`src/rtl/hazard_stall_unit.sv`:
```
// Decode-stage hazard detector and mult/div occupancy tracker for the 5-stage pipeline.
// Optional stall-cycle performance counter is built when HAZ_PERF_CNT_EN is defined.
module hazard_stall_unit #(
    parameter int unsigned MD_LAT = 32,
    parameter logic [2:0]  WS_MEM = 3'd1
) (
    input  logic       clk,
    input  logic       rst,
    input  logic [4:0] RA1_D,
    input  logic [4:0] RA2_D,
    input  logic       use_rs_D,
    input  logic       use_rt_D,
    input  logic       branch_D,
    input  logic       hilo_rd_D,
    input  logic       md_start_D,
    input  logic [4:0] WA_E,
    input  logic       WE_E,
    input  logic [2:0] WS_E,
    input  logic       md_start_E,
    output logic       stall_F,
    output logic       stall_D,
    output logic       flush_E,
    output logic       md_busy,
    output logic       md_done
`ifdef HAZ_PERF_CNT_EN
    ,
    output logic [31:0] stall_cnt
`endif
);

    // state   | meaning
    // MD_IDLE | no multiply/divide in flight, HI/LO valid
    // MD_BUSY | multiply/divide running, r_md_cnt cycles remain before write-back
    typedef enum logic {
        MD_IDLE = 1'b0,
        MD_BUSY = 1'b1
    } md_state_t;

    localparam logic [7:0] MD_CNT_LOAD = 8'(MD_LAT - 1);

    md_state_t  r_md_state;
    md_state_t  w_md_state_nx;
    logic [7:0] r_md_cnt;
    logic [7:0] w_md_cnt_nx;

    logic w_dep_E;
    logic w_load_use;
    logic w_branch_haz;
    logic w_md_haz;
    logic w_stall;

    // Branches compare in ID, so any in-flight producer in E blocks them, not just loads.
    assign w_dep_E      = WE_E && (WA_E != 5'd0) &&
                          ((use_rs_D && (WA_E == RA1_D)) || (use_rt_D && (WA_E == RA2_D)));
    assign w_load_use   = w_dep_E && (WS_E == WS_MEM);
    assign w_branch_haz = w_dep_E && branch_D;
    assign w_md_haz     = (hilo_rd_D || md_start_D) && (md_busy || md_start_E);
    assign w_stall      = w_load_use || w_branch_haz || w_md_haz;

    assign stall_F = w_stall;
    assign stall_D = w_stall;
    assign flush_E = w_stall;

    always_ff @(posedge clk) begin
        if (rst) begin
            r_md_state <= MD_IDLE;
            r_md_cnt   <= 8'd0;
        end else begin
            r_md_state <= w_md_state_nx;
            r_md_cnt   <= w_md_cnt_nx;
        end
    end

    always_comb begin
        w_md_state_nx = r_md_state;
        w_md_cnt_nx   = r_md_cnt;
        md_busy       = 1'b0;
        md_done       = 1'b0;
        case (r_md_state)
            MD_IDLE: begin
                if (md_start_E) begin
                    w_md_state_nx = MD_BUSY;
                    w_md_cnt_nx   = MD_CNT_LOAD;
                end
            end
            MD_BUSY: begin
                md_busy = 1'b1;
                md_done = (r_md_cnt == 8'd0);
                // A second launch while busy restarts the count rather than queuing.
                if (md_start_E) begin
                    w_md_cnt_nx = MD_CNT_LOAD;
                end else if (r_md_cnt == 8'd0) begin
                    w_md_state_nx = MD_IDLE;
                end else begin
                    w_md_cnt_nx = r_md_cnt - 8'd1;
                end
            end
            default: begin
                w_md_state_nx = MD_IDLE;
                w_md_cnt_nx   = 8'd0;
            end
        endcase
    end

`ifdef HAZ_PERF_CNT_EN
    logic [31:0] r_stall_cnt;

    always_ff @(posedge clk) begin
        if (rst) begin
            r_stall_cnt <= 32'd0;
        end else if (w_stall && (r_stall_cnt != 32'hFFFF_FFFF)) begin
            r_stall_cnt <= r_stall_cnt + 32'd1;
        end
    end

    assign stall_cnt = r_stall_cnt;
`endif

endmodule

```
`config.mk`:
```
export PLATFORM = sky130hd
export DESIGN_NAME = hazard_stall_unit
export DESIGN_NICKNAME = d
export VERILOG_FILES = /design/src/rtl/hazard_stall_unit.sv
export SDC_FILE = /design/constraint.sdc
export NUM_CORES = 1
export LEC_CHECK = 0
export ABC_AREA = 1
export CELL_PAD_IN_SITES_DETAIL_PLACEMENT = 0
export CELL_PAD_IN_SITES_GLOBAL_PLACEMENT = 2
export CORE_ASPECT_RATIO = 0.6
export CORE_MARGIN = 8
export CORE_UTILIZATION = 21
export CTS_BUF_LIST = sky130_fd_sc_hd__clkbuf_16
export DETAILED_ROUTE_END_ITERATION = 7
export GPL_TIMING_DRIVEN = 0
export PLACE_DENSITY = 0.8
export SLEW_MARGIN = 20
export SYNTH_ARGS = -nofsm -noshare
export SYNTH_HDL_FRONTEND = slang
export SYNTH_SLANG_ARGS = --single-unit
```
`constraint.sdc`:
```
create_clock -name clk -period 1.5 [get_ports clk]
set_input_delay 0.3 -clock clk [delete_from_list [all_inputs] [get_ports clk]]
set_output_delay 0.3 -clock clk [all_outputs]
set_load 0.01 [all_outputs]
```
==> results.sh, run 1 <==
export IMPL_wl_met2_mm=1.12
export IMPL_drt_wirelength_per_cell_microns=11.4
export IMPL_antenna_found_initial=0
export IMPL_final_util_pct=35.5
export IMPL_outcome="complete, but fails checks"
export IMPL_hold_class="reg2reg"
export IMPL_die_area_sq_um=6090
export IMPL_crit_top_cell="nand2_1"
export IMPL_hold_buffers=0
export IMPL_regToRegSetupSlack_ps=80
export IMPL_netlist_area_sq_um=798
export IMPL_num_rows=17
export IMPL_pre_cts_ws_ps=-905
export IMPL_yosysUniqueCellTypes=21
export IMPL_final_hold_viol_count=0
export IMPL_drc=0
export IMPL_cts_htree_levels=1
export IMPL_cp_start_kind="input port"
export IMPL_final_layout_size_suffix_gt1_share_pct=37.0
export IMPL_place_area_sq_um=1170
export IMPL_power_mw=1.10
export IMPL_grt_pass1_wl_mm=3.87
export IMPL_drtPass1Iterations=4
export IMPL_drt_initial_drc_count=71
export IMPL_final_max_slew_violation_count=0
export IMPL_clk_latency_ps=240
export IMPL_hpwlAfterDp_mm=1.99
export IMPL_crit_slowest_cell="buf_2"
export IMPL_worstMarginPinSlew_ps=294
export IMPL_p_leak_nw=0.632
export IMPL_cts_tree="done"
export IMPL_yosysSeqAreaShare_pct=22.6
export IMPL_clk_path_buf_depth=2
export IMPL_num_nets_final=203
export IMPL_p_comb_share_pct=32.0
export IMPL_setup_tns_final_ps=-33.9
export IMPL_avgSynthCellArea_sq_um=6.09
export IMPL_p_seq_share_pct=25.6
export IMPL_netlist_instances=131
export IMPL_grt_max_degree=8
export IMPL_maxSlewHeadroom_pct=80.4
export IMPL_portBuffers=31
export IMPL_ant_nets=0
export IMPL_dpl_cell_count=209
export IMPL_timing_final_crit_share_pct=101
export IMPL_clkPwrFrac_pct=42.5
export IMPL_max_freq_mhz=660
export IMPL_met1_length_mm=1.20
export IMPL_area_growth_pct=62.5
export IMPL_clk_pin_slew_ps=40
export IMPL_synth_most_common_cell="nand2_1"
export IMPL_dr_wl_met3_microns=126
export IMPL_power_internal_uw=779
export IMPL_skew_ps=2.04
export IMPL_antenna_cells=0
export IMPL_netlist_top_cells_area="dfxtp_1 23%, nand2_1 14%, nor2_1 9.4%"
export IMPL_track_usage_pct=8.16
export IMPL_crit_required_ps=1200
export IMPL_dr_total_vias=936
export IMPL_coreArea_sq_um=3660
export IMPL_crit_path_max_incr_delay_ps=120
export IMPL_async_reset_ff_share_pct=0
export IMPL_rsz0062_at_grt="yes"
export IMPL_cts_sinks=9
export IMPL_fin_area_sq_um=1300
export IMPL_syn_nets=160
export IMPL_cts_root_buffer="clkbuf_16"
export IMPL_fin_ws_ps=-16.2
export IMPL_synth_top_area_share_pct=22.6
export IMPL_yosysTopAreaCell="dfxtp_1"
export IMPL_fp_dieW_microns=95.6
export IMPL_synth_warnings=0
export IMPL_netlist_top_cells_count="29 x nand2_1, 20 x nor2_1, 16 x inv_1"
export IMPL_wirelength_mm=2.50
export IMPL_start_util_pct=21.8
export IMPL_grt_pass1_vias=811
export IMPL_crit_arrival_ps=1220
export IMPL_vdd_ir_drop_max_mv=0.705
export IMPL_cts_buffers=3
export IMPL_fin_hold_ws_ps=483
export IMPL_critPathCaptureType="output port"
export IMPL_ioPinCount=32
export IMPL_swShare_pct=29.4
export IMPL_stdcell_count=220
export IMPL_critical_path_max_fanout=3
export IMPL_crit_type="in2out"
export IMPL_highest_layer="met4"
export IMPL_drv_cap=0
export IMPL_finalWeightedCongestion=0.798
export IMPL_ys_flop_type="dfxtp_1"
export IMPL_path_cells="buf_2 -> inv_2 -> nand2_1 -> o21ai_1 -> nor2_1 -> nand3_1 -> nand2_1 -> nand2_1 -> nand2_2 -> buf_6 -> buf_6"
export IMPL_violations="negative setup slack"
export IMPL_fp_dieH_microns=63.8
export IMPL_ys_ff_latch=9
export IMPL_grt_overflow_total=0
export IMPL_p_switching_uw=324
export IMPL_synth_edf_count=0
export IMPL_viasPerCell=4.25
export IMPL_p_per_area_nw_per_um2=850
export IMPL_final_min_clock_period_ps=1520
export IMPL_setup_viol=3
metal layers:
layer | vias up | global-route usage, %
li1 | 495 | -
met1 | 420 | 10.7
met2 | 17 | 11.4
met3 | 4 | 2.68
met4 | 0 | 4.57
met5 | - | 0
logic make-up (layout without fill, tap and decap cells):
family | count (synthesis) | in the layout | share of synthesized area [%]
adder cells (fa/ha/maj) | 2 | 2 | 3.13
AO/OA/AOI/OAI | 17 | 17 | 11.6
AND/OR/NAND/NOR | 75 | 75 | 46.6
buffers and inverters | 25 | 67 | 12.9
XOR/XNOR | 3 | 3 | 3.29
flip-flops | 9 | 9 | 22.6
power groups by stage:
| stage | combinational, mW | clock, mW | sequential, mW |
|---|---|---|---|
| 6_report | 0.353 | 0.469 | 0.282 |
| 5_1_grt | 0.387 | 0.506 | 0.286 |
| 4_1_cts | 0.320 | 0.484 | 0.281 |
| 3_5_place_dp | 0.319 | 0 | 0.283 |
| 3_3_place_gp | 0.321 | 0 | 0.282 |
| 2_1_floorplan | 0.185 | 0 | 0.280 |
final timing paths:
| path | start | end | cells after the start |
|---|---|---|---|
| min | r_md_cnt[1] | r_md_cnt[1] | 2 |
| max reg2reg | r_md_cnt[0] | r_md_cnt[1] | 11 |
| min reg2reg | r_md_cnt[1] | r_md_cnt[1] | 2 |
| max | WA_E[2] | stall_F | 11 |
registers in the layout, indices dropped and copies added (netlist names):
signal	flops
r_md_state	1
r_md_cnt	8
repair_timing:
action,in CTS,in global routing
setup endpoints to repair,5,4
pin swaps,22,7
resized for setup,102,13
buffers inserted,4,3
worst max-delay path: cells and delay by family:
family	cells	cell delay [ps]
and+or+nand+nor	6	430
AOI/OAI and AO/OA	1	70
buffers and inverters	4	420
cell type report:
cell class              instances  area, sq um
well taps                      47         58.8
fillers                       396         2360
multi-input cells              97          549
clock buffers                   3         75.1
inverters                      23         92.6
plain buffers                   2         22.5
flip-flops and latches          9          184
clock inverters                 1         3.75
repair buffers                 38          312
cells in the final DEF, fill, tap and decap left out, types with 6 or more instances in the layout:
cell / count
buf_2: 11
buf_4: 7
buf_6: 6
clkdlybuf4s15_1: 7
dfxtp_1: 6
inv_1: 10
inv_2: 11
nand2_1: 27
nand2_2: 7
nand3_1: 10
nor2_1: 20
o21ai_1: 7
No activity file was read; power rests on OpenSTA's default activity.
==> inputs of run 2 (changes only) <==
Settings changed: CAP_MARGIN set to 10.
==> results of run 2 <==
The final DEF is identical to that of run 1; final timing and power are the same.
